==> config.mk <==
export PLATFORM = sky130hd
export DESIGN_NAME = pbr_event_ctrl
export DESIGN_NICKNAME = d
export VERILOG_FILES = /design/src/rtl/pbr_event_ctrl.sv
export SDC_FILE = /design/constraint.sdc
export NUM_CORES = 1
export LEC_CHECK = 0
export BUFFER_PORTS_ARGS = -buffer_cell sky130_fd_sc_hd__buf_2
export CORE_AREA = 3 3 139 141
export DETAILED_ROUTE_END_ITERATION = 16
export DIE_AREA = 0 0 142 144
export GPL_TIMING_DRIVEN = 0
export PLACE_DENSITY = 0.73
export SLEW_MARGIN = 20
export SYNTH_ARGS = -nofsm -noshare
export SYNTH_HDL_FRONTEND = slang
export SYNTH_SLANG_ARGS = --single-unit
==> constraint.sdc <==
create_clock -name wb_clk_i -period 2.4 [get_ports wb_clk_i]
set_clock_uncertainty 0.15 [all_clocks]
set_input_delay 0.24 -clock wb_clk_i [delete_from_list [all_inputs] [get_ports wb_clk_i]]
set_output_delay 0.24 -clock wb_clk_i [all_outputs]
set_load 0.02 [all_outputs]
==> src/rtl/pbr_event_ctrl.sv <==
// ============================================================================
// Module      : pbr_event_ctrl
// Description : Pushbutton synchronizer/debouncer with an edge-event FIFO,
//               Wishbone register access and a level interrupt.
// Revision    : 1.0 - initial release
// ============================================================================
`default_nettype none

module pbr_event_ctrl #(
  parameter int DEBOUNCE_CYCLES = 500000,
  parameter int FIFO_DEPTH      = 8
) (
  input  logic        wb_clk_i,
  input  logic        wb_rst_n_i,
  input  logic        wb_cyc_i,
  input  logic        wb_stb_i,
  input  logic        wb_we_i,
  input  logic [31:0] wb_adr_i,
  input  logic [31:0] wb_dat_i,
  input  logic [3:0]  wb_sel_i,
  output logic [31:0] wb_dat_o,
  output logic        wb_ack_o,
  output logic        wb_err_o,
  output logic        wb_inta_o,
  input  logic [4:0]  ext_pbr_i
);

  localparam int c_cw   = $clog2(DEBOUNCE_CYCLES);
  localparam int c_aw   = $clog2(FIFO_DEPTH);
  localparam int c_cntw = c_aw + 1;
  localparam logic [c_cw-1:0]   c_cnt_max = c_cw'(DEBOUNCE_CYCLES - 1);
  localparam logic [c_cntw-1:0] c_depth   = c_cntw'(FIFO_DEPTH);

  logic [4:0]        r_sync1, r_sync2, r_deb_d, r_pending, r_etype;
  logic [4:0]        w_deb, w_press, w_rel, w_qual, w_new, w_sel_oh;
  logic [2:0]        w_sel_idx, w_adr;
  logic [4:0]        r_press_en, r_rel_en;
  logic              r_irq_en, r_ovf, r_ack, r_inta;
  logic [31:0]       r_dat, w_rdata;
  logic [3:0]        r_mem [FIFO_DEPTH];
  logic [c_aw-1:0]   r_wptr, r_rptr;
  logic [c_cntw-1:0] r_count;
  logic              w_acc, w_wr, w_rd, w_flush, w_empty, w_full, w_pop, w_push, w_coll;
  logic [3:0]        w_head;

  always_ff @(posedge wb_clk_i or negedge wb_rst_n_i) begin
    if (!wb_rst_n_i) begin
      r_sync1 <= '0;
      r_sync2 <= '0;
      r_deb_d <= '0;
    end else begin
      r_sync1 <= ext_pbr_i;
      r_sync2 <= r_sync1;
      r_deb_d <= w_deb;
    end
  end

  for (genvar gi = 0; gi < 5; gi++) begin : g_btn
    logic [c_cw-1:0] r_cnt;
    logic            r_lvl;

    always_ff @(posedge wb_clk_i or negedge wb_rst_n_i) begin
      if (!wb_rst_n_i) begin
        r_cnt <= '0;
        r_lvl <= 1'b0;
      end else if (r_sync2[gi] == r_lvl) begin
        r_cnt <= '0;
      end else if (r_cnt == c_cnt_max) begin
        r_lvl <= ~r_lvl;
        r_cnt <= '0;
      end else begin
        r_cnt <= r_cnt + 1'b1;
      end
    end

    assign w_deb[gi] = r_lvl;
  end

  // Edges are seen one cycle after the debounced flip, via the delayed copy.
  assign w_press = w_deb & ~r_deb_d & r_press_en;
  assign w_rel   = ~w_deb & r_deb_d & r_rel_en;
  assign w_qual  = w_press | w_rel;
  assign w_new   = w_qual & ~r_pending;
  assign w_coll  = |(w_qual & r_pending);

  always_comb begin
    w_sel_idx = 3'd0;
    for (int i = 4; i >= 0; i--) begin
      if (r_pending[i]) w_sel_idx = 3'(i);
    end
  end
  assign w_sel_oh = 5'b00001 << w_sel_idx;

  assign w_adr   = wb_adr_i[4:2];
  assign w_acc   = ~r_ack & wb_cyc_i & wb_stb_i;
  assign w_wr    = w_acc & wb_we_i;
  assign w_rd    = w_acc & ~wb_we_i;
  assign w_flush = w_wr & (w_adr == 3'd1) & wb_dat_i[31];
  assign w_empty = (r_count == '0);
  assign w_full  = (r_count == c_depth);
  assign w_pop   = w_rd & (w_adr == 3'd2) & ~w_empty;
  assign w_push  = (|r_pending) & (~w_full | w_pop) & ~w_flush;
  assign w_head  = r_mem[r_rptr];

  always_ff @(posedge wb_clk_i) begin
    if (w_push) r_mem[r_wptr] <= {r_etype[w_sel_idx], w_sel_idx};
  end

  always_ff @(posedge wb_clk_i or negedge wb_rst_n_i) begin
    if (!wb_rst_n_i) begin
      r_wptr    <= '0;
      r_rptr    <= '0;
      r_count   <= '0;
      r_pending <= '0;
      r_etype   <= '0;
    end else begin
      r_etype <= (r_etype & ~w_new) | (w_press & w_new);
      if (w_flush) begin
        r_wptr    <= '0;
        r_rptr    <= '0;
        r_count   <= '0;
        r_pending <= '0;
      end else begin
        r_pending <= (r_pending & ~(w_push ? w_sel_oh : 5'b0)) | w_new;
        if (w_push) r_wptr <= r_wptr + 1'b1;
        if (w_pop)  r_rptr <= r_rptr + 1'b1;
        if (w_push && !w_pop)      r_count <= r_count + 1'b1;
        else if (w_pop && !w_push) r_count <= r_count - 1'b1;
      end
    end
  end

  always_comb begin
    w_rdata = '0;
    case (w_adr)
      3'd0: w_rdata = {27'b0, w_deb};
      3'd1: w_rdata = {15'b0, r_irq_en, 3'b0, r_rel_en, 3'b0, r_press_en};
      3'd2: w_rdata = w_empty ? 32'b0 : {1'b1, 26'b0, w_head[3], 1'b0, w_head[2:0]};
      3'd3: w_rdata = {21'b0, w_empty, w_full, r_ovf, 8'(r_count)};
      default: w_rdata = '0;
    endcase
  end

  always_ff @(posedge wb_clk_i or negedge wb_rst_n_i) begin
    if (!wb_rst_n_i) begin
      r_ack      <= 1'b0;
      r_dat      <= '0;
      r_inta     <= 1'b0;
      r_press_en <= '0;
      r_rel_en   <= '0;
      r_irq_en   <= 1'b0;
      r_ovf      <= 1'b0;
    end else begin
      r_ack  <= w_acc;
      r_inta <= r_irq_en & (~w_empty | r_ovf);
      if (w_rd) r_dat <= w_rdata;
      if (w_wr && w_adr == 3'd1) begin
        r_press_en <= wb_dat_i[4:0];
        r_rel_en   <= wb_dat_i[12:8];
        r_irq_en   <= wb_dat_i[16];
      end
      // A new collision outranks a simultaneous clear.
      if (w_coll) r_ovf <= 1'b1;
      else if (w_wr && w_adr == 3'd3 && wb_dat_i[8]) r_ovf <= 1'b0;
    end
  end

  assign wb_ack_o  = r_ack;
  assign wb_dat_o  = r_dat;
  assign wb_inta_o = r_inta;
  assign wb_err_o  = 1'b0;

  logic w_unused;
  assign w_unused = &{1'b0, wb_sel_i, wb_adr_i[31:5], wb_adr_i[1:0],
                      wb_dat_i[30:17], wb_dat_i[15:13], wb_dat_i[7:5]};

endmodule

`default_nettype wire

==> flow_summary_export.csv, run 1 <==
group,metric,value,unit
routing,drt_iter0_markers,344,
critical_path,r2r_cells,9,
critical_path,cp_common_cell,"nand3_4",
critical_path,crit_cells,9,
floorplanning,die_height,144,µm
routing,ant_nets,0,
critical_path,reg2reg_slack,-90,ps
layout,diodes,0,
power,clkPwrFrac,0.384,
place,portBuffers,37,
place,hpwl,11800,µm
critical_path,crit_family,"simple AND/OR/NAND/NOR gates",
sta,hold_slack,55.8,ps
power,powerDensity,713,nW/µm²
job,maxCapViolations,0,
routing,drt-wirelength-per-cell,14.8,µm
routing,vias_per_cell,5.20,
critical_path,crit_arrival,2660,ps
synthesis,synthArstFlopShare,0.834,
synthesis,yosysSeqAreaShare,0.554,
layout,final_cell_area,10600,µm²
clocking,cts_buffers,17,
synthesis,syn-instance-count,819,
floorplanning,die_w,142,µm
clocking,clockBufferDepth,2,
grt,use_met3,0.0387,
critical_path,cp_slowest_stage_delay,610,ps
synthesis,synth_top_family_by_area,"simple AND/OR/NAND/NOR gates",
synthesis,synth.mux.area_fraction,0.0585,
worst_hold_path,hold_depth,4,
layout,drive_above_1_share,0.203,
clocking,tritoncts,"done",
grt,antenna_found_initial,0,
synthesis,syn-cell-area,9010,µm²
grt,grt_remaining_overflow,0,
layout,syn2layout_area_growth,17.7,%
grt,track_usage,0.178,
layout,nNetsFinal,1012,
power,total_leakage_power,4.58,nW
critical_path,slowest_stage,"or4_4",
synthesis,synth.most_common_cell,"dfrtp_1",
worst_hold_path,min_path_type,"primary input to flop",
power,p_sw_frac,0.255,
synthesis,synthAdderAreaFrac,0.0147,
grt,first_global_vias,5958,
synthesis,synth-compound-area-share,0.0490,
routing,num_vias,6061,
critical_path,crit_type,"flop to flop",
critical_path,cp.required,2570,ps
synthesis,ys_ff_latch,193,
sta,rsz0062_at_grt,"yes",
synthesis,yosysUniqueCellTypes,62,
clocking,insertion_delay,430,ps
synthesis,ys_top_cells_by_area,"dfrtp_1 45%, edfxtp_1 11%, nor2_1 5.7%, xor2_1 5.0%, xnor2_1 3.9%",
place,routabilityCongestion,0.819,
synthesis,synth-simple-area-share,0.198,
place,placed_cells,1106,
power,total_power,7.56,mW
routing,first_pass_iters,4,
synthesis,synth-main-ff-cell,"dfrtp_1",
power,power_frac_comb,0.125,
synthesis,synth_top_cell_area_share,0.447,
grt,grt_max_degree,85,
critical_path,cp-startpoint,"r_count[1]$_DFFE_PN0P_",
sta,finalSetupViolCount,17,
sta,final_hold_viol_count,0,
synthesis,synthTopCellsByCount,"161 x dfrtp_1, 138 x nor2_1, 69 x nand2_1, 51 x xor2_1",
sta,worst_pin_slew,633,ps
clocking,cts_sinks,193,
synthesis,synth-edff-count,32,
sta,finalCritPeriodShare,1.04,
grt,grtUsageMet1,0.240,
grt,met2_usage,0.292,
critical_path,crit_path_start_kind,"flop",
power,p_switching,1.93,mW
floorplanning,row_count,49,
critical_path,r2r-end,"r_count[3]$_DFFE_PN0P_",
synthesis,yosysWarningCount,0,
power,ir_worst_vdd,602,µV
synthesis,avgSynthCellArea,11.0,µm²
power,internal-power,5.63,mW
sta,max_slew_margin,0.578,
status,violations,"negative setup slack",
sta,min_period,2490,ps
layout,n_fill_cell,1448,
critical_path,crit_chain,"or4_4, nand3_4, nand3_4, ha_4, a21o_1, a21oi_2, nand3_1, o311a_1, mux2i_1",
clocking,cts_root_buf,"clkbuf_16",
floorplanning,start_util,0.498,
grt,grt_pass1_wl,28900,µm
power,seq_power_share,0.491,
layout,stdcell_count,1166,
grt,grt_busiest_layer,"met2",
critical_path,rr_startpoint,"r_count[1]$_DFFE_PN0P_",
status,outcome,"finished with violations",
floorplanning,io_pins,113,
clocking,h-tree-depth,4,
floorplanning,core-area,18100,µm²
sta,tns,-836,ps
routing,wirelength,17300,µm
place,place_area,9630,µm²
critical_path,setup.worst_path.end,"r_count[3]$_DFFE_PN0P_",
synthesis,yosysTopAreaCell,"dfrtp_1",
critical_path,critPathCaptureType,"flop",
critical_path,path_buf_inv,0,
routing,drc_errors,0,
floorplanning,die_area,20400,µm²
critical_path,cp_max_fo,6,
sta,fin_ws,-90.9,ps
synthesis,synthXorXnorAreaFrac,0.0885,
clocking,cts.clk_slew.worst_paths,70,ps
sta,timing.fmax,401,MHz
sta,final_max_slew_viol_count,0,
==> layout make-up <==
class | count | area (µm²) | share of cell area
Buffer | 40 | 254 | 0.0239
Clock buffer | 19 | 453 | 0.0427
Clock inverter | 13 | 156 | 0.0147
Inverter | 18 | 67.6 | 0.00637
Multi-Input combinational cell | 585 | 3890 | 0.367
Sequential cell | 193 | 5000 | 0.471
Tap cell | 229 | 287 | 0.0270
Timing Repair Buffer | 69 | 504 | 0.0475
==> cells by family after synthesis <==
| logic type | after synthesis |
|---|---|
| AOI/OAI and AO/OA | 67 |
| muxes | 40 |
| xor gates and xnor gates | 91 |
| and+or+nand+nor | 356 |
| adders and majority gates | 10 |
| DFF | 193 |
| other | 1 |
| buffers and inverters | 61 |
==> what timing repair did <==
item / CTS / global route
setup endpoints to repair: 15 / 53
hold buffers: 18 / 0
resized for setup: 16 / 13
buffers inserted: 4 / 9
cloned: 0 / 0
hold endpoints to repair: 100 / 0
pin swaps: 2 / 7
==> power by group through the flow <==
stage                     logic, mW  registers, mW  clock network, mW
after floorplan               0.630           3.72                  0
after global placement        0.847           3.73                  0
after detailed placement      0.881           3.74                  0
after CTS                     0.930           3.70               2.97
after global routing           1.05           3.73               3.11
final                         0.944           3.71               2.91
==> state kept, by name (all words and copies together) (netlist names), 3 cells and up, named ones only <==
name	cells
r_count	4
g_btn.r_cnt	95
r_mem	32
r_sync2	5
r_wptr	3
r_pending	5
r_deb_d	5
wb_dat_o	12
r_press_en	5
g_btn.r_lvl	5
r_sync1	5
r_rel_en	5
r_rptr	3
==> layer usage <==
metal  vias up  wire length, µm
met4         0              176
li1       3003                -
met5         -                0
met1      2949             8190
met2        93             8340
met3        16              545
==> cells in the final DEF, fill, tap and decap left out, drive strengths merged, types with 10 or more instances in the layout <==
cell and n:
dlygate4sd3 18, mux2 21, xnor2 40, xor2 51, nor4 11, nand4 16
and4 10, buf 86, edfxtp 32, nor3 11, dfrtp 161, clkbuf 24
nand3 42, nor2 139, conb 21, inv 20, o21ai 29, mux2i 11
nand2 69
==> worst reg2reg max path: cells and delay by family, from the launching register on <==
kind / cells / cell delay, ps
flip-flops: 1 / 470
AO/OA/AOI/OAI: 3 / 490
adder cells (fa/ha/maj): 1 / 210
AND/OR/NAND/NOR: 4 / 940
multiplexers: 1 / 130
==> per-stage QoR <==
stage	setup slack, ps	utilization
after floorplan	-19.3	-
after global placement	-1760	0.530
after detailed placement	-236	0.532
after CTS	-121	0.580
after global routing	-195	0.587
final	-90.9	0.587
==> worst min-delay path by stage <==
| stage | end | from | slack [ps] |
|---|---|---|---|
| finish | r_pending[1]$_DFF_PN0_ | wb_dat_i[31] | 60 |
| global route | r_pending[2]$_DFF_PN0_ | wb_dat_i[31] | 60 |
| CTS | r_pending[2]$_DFF_PN0_ | wb_dat_i[31] | 6 |
| detailed placement | g_btn[1].r_cnt[15]$_DFF_PN0_ | wb_rst_n_i | 140 |
| global placement | r_sync2[4]$_DFF_PN0_ | r_sync1[4]$_DFF_PN0_ | 180 |
| floorplan | async pin | wb_rst_n_i | -210 |
Note: power is estimated with default switching activity, not from simulation.
==> run 2: changes to the inputs <==
Settings changed: CORE_AREA 3 3 139 141 to 3 3 155 157, DIE_AREA 0 0 142 144 to 0 0 158 160, PLACE_DENSITY 0.73 to 0.61.
==> run 2 against run 1 <==
Against the previous run:
- the flow now finishes without violations
- sequential power hardly changed
- first-iteration DRC count is 16% lower
- final area is 0.24% lower
- non-clock buffer count is 2 lower
- hold slack worse by 31 ps
- die area is 24% higher
- combinational power is 1% lower
- flip-flop and latch count stayed put
- critical path type unchanged
- largest cell class unchanged
- largest power group unchanged
==> flow_summary_export.csv, run 2 (synthesis gave the netlist of run 1 again) <==
group,metric,value,unit
critical_path,crit_arrival,2540,ps
sta,min_period,2370,ps
layout,layout_commonest_cell,"dfrtp_1",
critical_path,cp_slowest_stage_delay,410,ps
sta,finalCritPeriodShare,0.989,
place,hpwl,12000,µm
place,placed_cells,1162,
power,total_leakage_power,4.55,nW
sta,timing.fmax,422,MHz
clocking,cts_sinks,193,
routing,ant_nets,0,
status,outcome,"finished, final reports clean",
power,powerDensity,699,nW/µm²
sta,worst_pin_slew,632,ps
sta,tns,0,ps
routing,drt_iter0_markers,289,
critical_path,critPathCaptureType,"flop",
routing,num_vias,6019,
critical_path,r2r_cells,10,
critical_path,crit_chain,"or2_4, nor4_4, a31oi_4, nand3_4, ha_4, a21o_1, a21oi_2, nand3_1, o311a_1, mux2i_1",
critical_path,crit_type,"flop to flop",
critical_path,crit_path_start_kind,"flop",
job,maxCapViolations,0,
layout,top_register,"g_btn.r_cnt",
layout,n_fill_cell,2112,
routing,first_pass_iters,4,
floorplanning,die_area,25300,µm²
layout,stdcell_count,1220,
layout,drive_above_1_share,0.197,
grt,antenna_found_initial,0,
routing,drt-wirelength-per-cell,14.2,µm
layout,seq_area,5000,µm²
routing,drc_errors,0,
layout,nNetsFinal,1010,
clocking,h-tree-depth,4,
floorplanning,start_util,0.398,
grt,grt_max_degree,86,
grt,grt_pass1_wl,29500,µm
place,portBuffers,37,
clocking,insertion_delay,430,ps
layout,layout_common_cells,"155 x dfrtp_1, 135 x nor2_1, 67 x nand2_1",
sta,final_max_slew_viol_count,0,
place,routabilityCongestion,0.794,
critical_path,cp_max_fo,4,
worst_hold_path,min_path_type,"primary input to flop",
clocking,cts.clk_slew.worst_paths,70,ps
layout,syn2layout_area_growth,17.5,%
clocking,clockBufferDepth,2,
critical_path,crit_family,"simple AND/OR/NAND/NOR gates",
power,ir_worst_vdd,433,µV
worst_hold_path,hold_depth,2,
critical_path,slowest_stage,"dfrtp_2",
clocking,cts_root_buf,"clkbuf_16",
grt,grt_remaining_overflow,0,
sta,finalSetupViolCount,0,
clocking,cts_buffers,17,
floorplanning,io_pins,113,
layout,multi_input_area,3860,µm²
critical_path,cp.required,2560,ps
floorplanning,die_w,158,µm
sta,rsz0062_at_grt,"yes",
critical_path,path_buf_inv,0,
routing,vias_per_cell,4.93,
floorplanning,core-area,22600,µm²
sta,final_hold_viol_count,0,
sta,max_slew_margin,0.579,
routing,wirelength,17300,µm
clocking,tritoncts,"done",
floorplanning,row_count,55,
floorplanning,die_height,160,µm
layout,diodes,0,
layout,largest_reg_flops,95,
sta,hold_slack,24.5,ps
grt,track_usage,0.145,
critical_path,crit_cells,10,
grt,first_global_vias,5911,
-- run 2: cell count changes in the layout (fill, tap and decap cells not counted), moves of 2 or more --
cell	before	now
clkbuf_1	5	7
buf_6	2	0
nor2_1	132	135
nor2_4	4	0
clkbuf_8	2	0
-- run 2: worst paths after layout --
check / endpoint / from / slack (ps)
max in group asynchronous: g_btn[2].r_cnt[12]$_DFF_PN0_ / wb_rst_n_i / 1050
hold / removal: wb_ack_o$_DFF_PN0_ / wb_stb_i / 20
min in group asynchronous: g_btn[1].r_cnt[12]$_DFF_PN0_ / wb_rst_n_i / 260
setup reg to reg: r_count[3]$_DFFE_PN0P_ / r_pending[1]$_DFF_PN0_ / 30
hold reg to reg: r_sync2[4]$_DFF_PN0_ / r_sync1[4]$_DFF_PN0_ / 200
setup / recovery: r_count[3]$_DFFE_PN0P_ / r_pending[1]$_DFF_PN0_ / 30
-- run 2: worst register-to-register path: cells and delay by family, from the launching register on --
kind / cells / cell delay [ps]
and+or+nand+nor: 4 / 860
AOI/OAI and AO/OA: 4 / 530
DFF: 1 / 410
adders and majority gates: 1 / 200
muxes: 1 / 120
-- run 2: timing repair --
action                                 4_1_cts  5_1_grt
pin swaps                                   10        6
cloned                                       0        0
buffers inserted                             9        3
setup endpoints to repair                   23       27
gates resized for setup                     14        7
endpoints found under the hold margin      101        0
hold buffers                                18        0
-- run 2: final cells by class --
cell class	instances	share of cell area
sequential	193	0.472
buffer	39	0.0229
inverter	18	0.00638
clock inverter	13	0.0129
clock buffer	19	0.0409
timing repair buffer	68	0.0466
multi-input combinational	585	0.364
tap	285	0.0337
-- run 2: report_power, final --
group | total [mW] | leakage, nW | internal (mW) | switching, mW
clock | 2.76 | 0.282 | 1.54 | 1.22
sequential | 3.71 | 2.48 | 3.49 | 0.216
combinational | 0.930 | 1.79 | 0.447 | 0.484
total | 7.40 | 4.55 | 5.48 | 1.92
-- run 2: per-stage QoR --
step                power (mW)  setup slack (ps)   util  area, µm²
finish                    7.40              27.6  0.467      10600
global route              7.77             -90.5  0.467      10600
CTS                       7.48             -17.4  0.466      10500
detailed placement        4.64              -247  0.428       9700
global placement          4.61             -1840  0.427       9660
floorplan                 4.35             -19.3      -       9120
-- run 2: metal layers --
layer,part of all wire,up-vias,global-route usage
met1,0.48,2932,0.208
met2,0.47,76,0.224
met5,0,-,0
met3,0.039,15,0.0290
li1,-,2996,-
met4,0.011,0,0.0395
